===== config.mk =====
export PLATFORM = sky130hd
export DESIGN_NAME = axi4_reader
export DESIGN_NICKNAME = d
export VERILOG_FILES = /design/src/rtl/axi4_reader.sv
export SDC_FILE = /design/constraint.sdc
export NUM_CORES = 1
export LEC_CHECK = 0
export ABC_AREA = 1
export CAP_MARGIN = 0
export CORE_UTILIZATION = 42
export DETAILED_ROUTE_END_ITERATION = 10
export HOLD_SLACK_MARGIN = 0.03
export PLACE_DENSITY = 0.88
export SLEW_MARGIN = 20
export SYNTH_ARGS = -nofsm -noshare
export SYNTH_HDL_FRONTEND = slang
export SYNTH_SLANG_ARGS = --single-unit

===== constraint.sdc =====
create_clock -name clk_100Mhz -period 1.7 [get_ports clk_100Mhz]
set_input_delay 0.34 -clock clk_100Mhz [delete_from_list [all_inputs] [get_ports clk_100Mhz]]
set_output_delay 0.34 -clock clk_100Mhz [all_outputs]
set_load 0.1 [all_outputs]

===== src/rtl/axi4_reader.sv =====
// -----------------------------------------------------------------------------
// axi4_reader
//
// Streams one video frame out of DDR over an AXI4 read channel. Each frame is
// fetched as FRAME_BYTES/512 back-to-back INCR bursts of 64 x 64-bit beats.
// Only one burst is ever outstanding. The next address is issued only while
// the downstream pixel FIFO reports room for a whole burst. Read data is
// forwarded combinationally to that FIFO.
//
// Ports
//   clk_100Mhz, rst       sole clock, synchronous active-high reset
//   frame_start           level request; a rising edge starts a frame
//   FRAME_BASE_ADDR       frame base, captured on the accepted edge
//   fifo_prog_full        downstream FIFO cannot take another burst
//   AR*                   AXI4 read-address channel (fixed burst shape)
//   R*                    AXI4 read-data channel
//   pix_data / pix_valid  FIFO write data / write enable
//   reader_busy           high whenever a frame is in progress
//   reader_done           one-cycle pulse on the final beat of a frame
//   frame_skip            one-cycle pulse when a start edge arrives mid-frame
//   resp_err              sticky: bad RRESP or misplaced/missing RLAST seen
// -----------------------------------------------------------------------------
module axi4_reader #(
  parameter int AXI_ADDR_WIDTH = 32,
  parameter int AXI_DATA_WIDTH = 64,
  parameter int FRAME_BYTES    = 153600
) (
  input  logic                      clk_100Mhz,
  input  logic                      rst,
  input  logic                      frame_start,
  input  logic [31:0]               FRAME_BASE_ADDR,
  input  logic                      fifo_prog_full,
  output logic [AXI_ADDR_WIDTH-1:0] ARADDR,
  output logic                      ARVALID,
  input  logic                      ARREADY,
  output logic [7:0]                ARLEN,
  output logic [2:0]                ARSIZE,
  output logic [1:0]                ARBURST,
  output logic [3:0]                ARCACHE,
  output logic [2:0]                ARPROT,
  input  logic [AXI_DATA_WIDTH-1:0] RDATA,
  input  logic                      RVALID,
  output logic                      RREADY,
  input  logic                      RLAST,
  input  logic [1:0]                RRESP,
  output logic [AXI_DATA_WIDTH-1:0] pix_data,
  output logic                      pix_valid,
  output logic                      reader_busy,
  output logic                      reader_done,
  output logic                      frame_skip,
  output logic                      resp_err
);

  typedef enum logic [1:0] {
    IDLE       = 2'd0,
    WAIT_SPACE = 2'd1,
    ADDR_SEND  = 2'd2,
    DATA_RECV  = 2'd3
  } state_e;

  localparam logic [31:0] BURST_BYTES = 32'd512;
  localparam logic [31:0] LAST_OFFSET = 32'(FRAME_BYTES - 512);

  state_e                    state_q, state_d;
  logic                      frame_start_d1_q;
  logic [31:0]               base_q, base_d;
  logic [31:0]               offset_q, offset_d;
  logic [AXI_ADDR_WIDTH-1:0] araddr_q, araddr_d;
  logic                      arvalid_q, arvalid_d;
  logic [6:0]                beat_cnt_q, beat_cnt_d;
  logic                      resp_err_q, resp_err_d;

  logic frame_edge;
  logic rready;
  logic beat_acc;
  logic last_beat;
  logic frame_end;

  assign frame_edge = frame_start && !frame_start_d1_q;
  assign rready     = (state_q == DATA_RECV);
  assign beat_acc   = RVALID && rready;
  assign last_beat  = beat_acc && (beat_cnt_q == 7'd63);
  assign frame_end  = last_beat && (offset_q == LAST_OFFSET);

  // NOTE: state registers use non-blocking assignments so every flop samples
  // the pre-edge value of every other flop, independent of statement order.
  always_ff @(posedge clk_100Mhz) begin
    if (rst) begin
      state_q          <= IDLE;
      // Reset high means a level already high at release is not an edge.
      frame_start_d1_q <= 1'b1;
      base_q           <= '0;
      offset_q         <= '0;
      araddr_q         <= '0;
      arvalid_q        <= 1'b0;
      beat_cnt_q       <= '0;
      resp_err_q       <= 1'b0;
    end else begin
      state_q          <= state_d;
      frame_start_d1_q <= frame_start;
      base_q           <= base_d;
      offset_q         <= offset_d;
      araddr_q         <= araddr_d;
      arvalid_q        <= arvalid_d;
      beat_cnt_q       <= beat_cnt_d;
      resp_err_q       <= resp_err_d;
    end
  end

  // NOTE: every signal driven here gets a default first; a path that leaves
  // one unassigned would infer a latch.
  always_comb begin
    state_d    = state_q;
    base_d     = base_q;
    offset_d   = offset_q;
    araddr_d   = araddr_q;
    arvalid_d  = arvalid_q;
    beat_cnt_d = beat_cnt_q;
    resp_err_d = resp_err_q;

    // RLAST must appear on the 64th beat and nowhere else. The burst length
    // is still governed by our own count, never by RLAST.
    if (beat_acc && ((RRESP != 2'b00) || (RLAST != (beat_cnt_q == 7'd63)))) begin
      resp_err_d = 1'b1;
    end

    case (state_q)
      IDLE: begin
        if (frame_edge) begin
          base_d   = FRAME_BASE_ADDR;
          offset_d = '0;
          state_d  = WAIT_SPACE;
        end
      end
      WAIT_SPACE: begin
        // Only throttling point: once the address is out, the burst is
        // drained regardless of fifo_prog_full.
        if (!fifo_prog_full) begin
          araddr_d  = AXI_ADDR_WIDTH'(base_q + offset_q);
          arvalid_d = 1'b1;
          state_d   = ADDR_SEND;
        end
      end
      ADDR_SEND: begin
        if (arvalid_q && ARREADY) begin
          arvalid_d = 1'b0;
          state_d   = DATA_RECV;
        end
      end
      DATA_RECV: begin
        if (last_beat) begin
          beat_cnt_d = '0;
          if (offset_q == LAST_OFFSET) begin
            state_d = IDLE;
          end else begin
            offset_d = offset_q + BURST_BYTES;
            state_d  = WAIT_SPACE;
          end
        end else if (beat_acc) begin
          beat_cnt_d = beat_cnt_q + 7'd1;
        end
      end
      default: state_d = IDLE;
    endcase
  end

  assign ARADDR  = araddr_q;
  assign ARVALID = arvalid_q;
  assign ARLEN   = 8'd63;
  assign ARSIZE  = 3'b011;
  assign ARBURST = 2'b01;
  assign ARCACHE = 4'b0011;
  assign ARPROT  = 3'b010;
  assign RREADY  = rready;

  assign pix_data    = RDATA;
  assign pix_valid   = beat_acc;
  assign reader_busy = (state_q != IDLE);
  assign resp_err    = resp_err_q;

  // Both pulses are combinational so they coincide with the cycle that causes
  // them. reader_done is high on the final beat, while the state is still
  // DATA_RECV, so a start edge in that same cycle is reported as a skip.
  // Gating with rst keeps both low while reset is held.
  assign reader_done = !rst && frame_end;
  assign frame_skip  = !rst && frame_edge && (state_q != IDLE);

endmodule


-- Word-level counts from Yosys, hierarchy flattened
Cells that the tools add are included.
- reductions and logical operators: 24
- equal/unequal tests: 11
- multiplexer cells: 15
- bitwise logic cells: 1
- add/sub/neg operators: 3
- operators with widths (kind ; number):
    2-to-1 mux 32 bit ; 3
    case mux 32 bit (2 select lines) ; 1
    adder 32 x 10 -> 32 bit (second input constant) ; 1
    adder 32 bit ; 1
    equality test 32 x 18 -> 1 bit (second input constant) ; 1
    2-to-1 mux 7 bit ; 2
    nonzero test 2 bit ; 5
    logical AND 1 bit ; 9
    2-to-1 mux 2 bit ; 4
    != test 2 bit (second input constant) ; 4
    case mux 2 bit (4 select lines) ; 1
    AND reduction 4 bit ; 2
    adder 7 x 1 -> 7 bit (second input constant) ; 1
    equality test 7 x 6 -> 1 bit (second input constant) ; 1
    AND reduction 2 bit ; 3
    equality test 2 bit (second input constant) ; 2
    2-to-1 mux 1 bit ; 3
    AND reduction 3 bit ; 1
    equality test 2 x 1 -> 1 bit (second input constant) ; 1
    zero test 1 bit ; 2
    zero test 2 bit ; 1
    != test 2 x 1 -> 1 bit (second input constant) ; 1
    case mux 1 bit (2 select lines) ; 1
    logical OR 1 bit ; 1
    other kinds (2) ; 2
- word-level logic and storage cells: 62
- output and inout bits: 123
- input port bits: 105
- flip-flop bits (word level): 108

-- Logic depth before layout (Yosys ltp)
- word-level depth: 5
- mapped depth: 13
- gate-level depth less buffers: 13

-- Least setup slack after synthesis
Ideal clock, no wire load.
- kind: register to output
- start: register state_q[0]
- end: output port reader_done
- cell stages (with the launch flop): 6
- buffers on the path: 0
- arrival: 3881 ps
- data required time: 1360 ps
- setup slack: -2521 ps
- path through: dfxtp_1 > ha_1 > nand2_2 > nor2_4 > nand3_2 > nor3_1
- longest elaborated chain between the ends: 5
- ends and longest elaborated chain (item ; RTL line ; RTL):
    start: declaration ; 64 ; state_e state_q, state_d;
    start signal: assignment ; 99 ; state_q <= state_d;
    equality test 2 bit ; 80 ; assign rready = (state_q == DATA_RECV);
    via RREADY ; 43 ; output logic RREADY,
    logical AND 1 bit ; 81 ; assign beat_acc = RVALID && rready;
    logical AND 1 bit ; 82 ; assign last_beat = beat_acc && (beat_cnt_q == 7'd63);
    logical AND 1 bit ; 83 ; assign frame_end = last_beat && (offset_q == LAST_OFFSET);
    logical AND 1 bit ; 185 ; assign reader_done = !rst && frame_end;
    end: declaration ; 49 ; output logic reader_done,
The timed path passes the listed nets, and every way through them passes these cells.

-- Worst setup path after layout
- start: register offset_q[14]
- end: output port reader_done
- longest elaborated chain between the ends: 3
- ends and longest elaborated chain (item ; RTL line ; RTL):
    start: declaration ; 67 ; logic [31:0] offset_q, offset_d;
    start signal: assignment ; 102 ; offset_q <= offset_d;
    equality test 32 x 18 -> 1 bit ; 83 ;
    logical AND 1 bit ; 83 ;
    logical AND 1 bit ; 185 ;
Every way passes these cells.

==> load_flow_metrics.sql <==
INSERT INTO impl_metrics (metric_group, metric, value, unit) VALUES
('critical_path', 'critical_path.startpoint', 'offset_q[14]', ''),
('clocking', 'clk-insertion-delay-late', '0.39', 'ns'),
('floorplan', 'io_pins', '228', ''),
('layout', 'post_layout_nonfiller_instances', '1426', ''),
('critical_path', 'number_of_cell_instances_on_the_worst_register_to_register_path', '11', ''),
('timing', 'totalNegativeSetupSlack', '-11.49', 'ns'),
('timing', 'setup_repair_after_global_routing_missed_its_margin', 'yes', ''),
('yosys', 'synth-edff-count', '0', ''),
('routing', 'antenna_left', '0', ''),
('critical_path', 'worst-endpoint-required', '1.36', 'ns'),
('yosys', 'synth.area.top_cells', 'sky130_fd_sc_hd__dfxtp_1, sky130_fd_sc_hd__nand2_1, sky130_fd_sc_hd__nor2_1', ''),
('routing', 'finalWirelength', '25.7', 'mm'),
('power', 'p_per_area', '1150', 'mW/mm²'),
('power', 'power_leakage', '4.47', 'nW'),
('floorplan', 'die_width', '129', 'µm'),
('grt', 'grt_remaining_overflow', '0', ''),
('critical_path', 'worst-setup-path-type', 'reg2out', ''),
('yosys', 'synthesis.area_per_instance', '6.17', 'µm²'),
('floorplan', 'num_rows', '46', ''),
('critical_path', 'slowest_delay', '0.38', 'ns'),
('min_path', 'hp-start', 'rst', ''),
('critical_path', 'slowest_stage', 'sky130_fd_sc_hd__dfxtp_2', ''),
('timing', 'finalSetupViolCount', '43', ''),
('yosys', 'synthesized_area_fraction_occupied_by_ao_oa_aoi_and_oai_cells', '0.0890', ''),
('placed_design', 'buffer_ports.inserted', '79', ''),
('routing', 'dr.first_iter.drc_count', '1004', ''),
('placed_design', 'gp_congestion', '0.956', ''),
('floorplan', 'initial_core_util', '0.429', ''),
('critical_path', 'timing.critical_path.cells', 'inv_1 -> nor2_1 -> nand2_1 -> nor3_2 -> nand3_2 -> nor3_4 -> buf_12', ''),
('yosys', 'yosys-mux-area-fraction', '0', ''),
('timing', 'clock_skew', '0.0219', 'ns'),
('critical_path', 'cp-end-kind', 'primary output', ''),
('clocking', 'tritoncts', 'done', ''),
('yosys', 'synth-adder-area-share', '0.0516', ''),
('yosys', 'post_synth_and_or_nand_nor_area_fraction', '0.347', ''),
('timing', 'finalCritPeriodShare', '1.28', ''),
('yosys', 'yosys-top-cells-count', 'sky130_fd_sc_hd__nand2_1, sky130_fd_sc_hd__nor2_1, sky130_fd_sc_hd__inv_1', ''),
('critical_path', 'rr_startpoint', 'offset_q[9]', ''),
('placed_design', 'hpwl', '13.7', 'mm'),
('clocking', 'h-tree-depth', '3', ''),
('grt', 'grt_usage', '0.248', ''),
('critical_path', 'cp.arrival', '1.83', 'ns'),
('floorplan', 'chipHeight', '129', 'µm'),
('yosys', 'synth-warning-count', '0', ''),
('grt', 'grt_start_max_net_pins', '40', ''),
('timing', 'timing.slew.headroom', '0.652', ''),
('clocking', 'clock_tree.buffer_depth', '2', ''),
('status', 'status', 'finished with violations', ''),
('min_path', 'worstHoldPathCells', '4', ''),
('routing', 'wl_per_cell', '18.0', 'µm'),
('grt', 'first_global_vias', '7071', ''),
('layout', 'num_antenna_cells', '0', ''),
('routing', 'drt_pre_antenna_iters', '6', ''),
('timing', 'post-route-worst-setup-slack', '-0.474', 'ns'),
('placed_design', 'post-place-ws', '-0.259', 'ns'),
('grt', 'antenna_found_initial', '0', ''),
('layout', 'layout.filler_cells', '1142', ''),
('timing', 'worst-slew-pin-transition', '0.522', 'ns'),
('placed_design', 'post-place-cells', '1381', ''),
('yosys', 'async_reset_ff_frac', '0', ''),
('routing', 'drc', '0', ''),
('timing', 'finalCriticalPeriod', '2.17', 'ns'),
('yosys', 'synth.cell_area', '0.00679', 'mm²'),
('critical_path', 'worst-path-max-fanout', '3', ''),
('grt', 'first_pass_grt_wire_length', '32.7', 'mm'),
('status', 'failing_checks', 'setup timing', ''),
('yosys', 'post_synth_inst_count', '1100', ''),
('yosys', 'synthesized_area_fraction_occupied_by_xor_and_xnor_cells', '0.0310', ''),
('yosys', 'yosys_reg_bits', '99', ''),
('yosys', 'share_of_synthesized_area_occupied_by_flip_flops_and_latches', '0.292', ''),
('timing', 'achievable-frequency', '460', 'MHz');
==> flip-flops by register name, indices dropped and copies added (netlist names) <==
register          count
frame_start_d1_q      1
state_q               2
offset_q             23
beat_cnt_q            7
base_q               32
ARADDR               32
resp_err              1
ARVALID               1
==> layout by cell type, fill, tap and decap left out, types with 12 or more instances in the layout <==
cell type | Yosys | final
sky130_fd_sc_hd__nand2_1 | 324 | 243
sky130_fd_sc_hd__nor2_1 | 172 | 153
sky130_fd_sc_hd__inv_1 | 132 | 116
sky130_fd_sc_hd__buf_4 | 84 | 84
sky130_fd_sc_hd__dfxtp_1 | 99 | 74
sky130_fd_sc_hd__nand3_1 | 70 | 57
sky130_fd_sc_hd__a21oi_1 | 69 | 46
sky130_fd_sc_hd__nand2_2 | 1 | 45
sky130_fd_sc_hd__buf_12 | 0 | 45
sky130_fd_sc_hd__clkdlybuf4s50_1 | 0 | 39
sky130_fd_sc_hd__nand2_4 | 0 | 37
sky130_fd_sc_hd__a21oi_2 | 7 | 29
sky130_fd_sc_hd__ha_4 | 0 | 22
sky130_fd_sc_hd__dfxtp_2 | 0 | 22
sky130_fd_sc_hd__buf_6 | 3 | 21
sky130_fd_sc_hd__o21ai_0 | 26 | 20
sky130_fd_sc_hd__conb_1 | 2 | 20
sky130_fd_sc_hd__inv_2 | 1 | 14
sky130_fd_sc_hd__xor2_1 | 13 | 12
==> stage by stage <==
step                hold WS, ns  total power, mW  utilization  instance area, µm²
finish                    0.464             11.4        0.626                9910
global route              0.492             11.7        0.626                9910
CTS                       0.435             10.4        0.571                9040
detailed placement        0.456             7.45        0.525                8300
global placement          0.448             7.36        0.525                8300
floorplan                 0.437             6.63            -                6980
==> layout make-up <==
class,instances,area [µm²],share of cell area
Clock buffer,9,225,0.0227
Clock inverter,7,70.1,0.00707
Inverter,134,514,0.0519
Multi-Input combinational cell,769,4590,0.464
Sequential cell,99,2020,0.204
Tap cell,216,270,0.0273
Timing Repair Buffer,192,2220,0.224
==> final timing paths <==
check	to	slack [ns]
max	reader_done	-0.47
min	ARADDR[13]	0.46
max reg2reg	offset_q[23]	-0.47
min reg2reg	base_q[3]	0.48
==> where the power goes <==
| group | internal [mW] | switching (mW) | total [mW] |
|---|---|---|---|
| sequential | 2.58 | 0.284 | 2.86 |
| combinational | 2.49 | 3.85 | 6.34 |
| clock | 1.04 | 1.12 | 2.16 |
==> cell families (layout without fill, tap and decap cells) <==
kind of cell,Yosys count,after routing
simple gates,586,586
fa+ha+maj,28,28
buf+inv,250,342
compound gates,111,111
flops,99,99
other cells,2,20
xor+xnor,24,24
==> layer usage <==
metal	global-route usage	routed length [µm]	vias to the layer above
met3	0.0504	2690	253
met5	0	0	-
li1	-	-	3507
met1	0.271	8540	3582
met4	0.145	2430	0
met2	0.445	12000	636
==> worst max-delay path, delay by kind of cell (launching register included) <==
family                 cells  cell delay (ns)
buffers and inverters      2             0.29
flip-flops                 1             0.38
AND/OR/NAND/NOR            5             0.78
==> timing repair <==
| item | CTS | global route |
|---|---|---|
| cloned | 3 | 1 |
| endpoints found under the setup margin | 38 | 49 |
| hold buffers | 0 | 0 |
| pin swaps | 15 | 56 |
| resized for setup | 71 | 214 |
| buffers inserted | 14 | 15 |
Power figures use the tool's default switching activity.
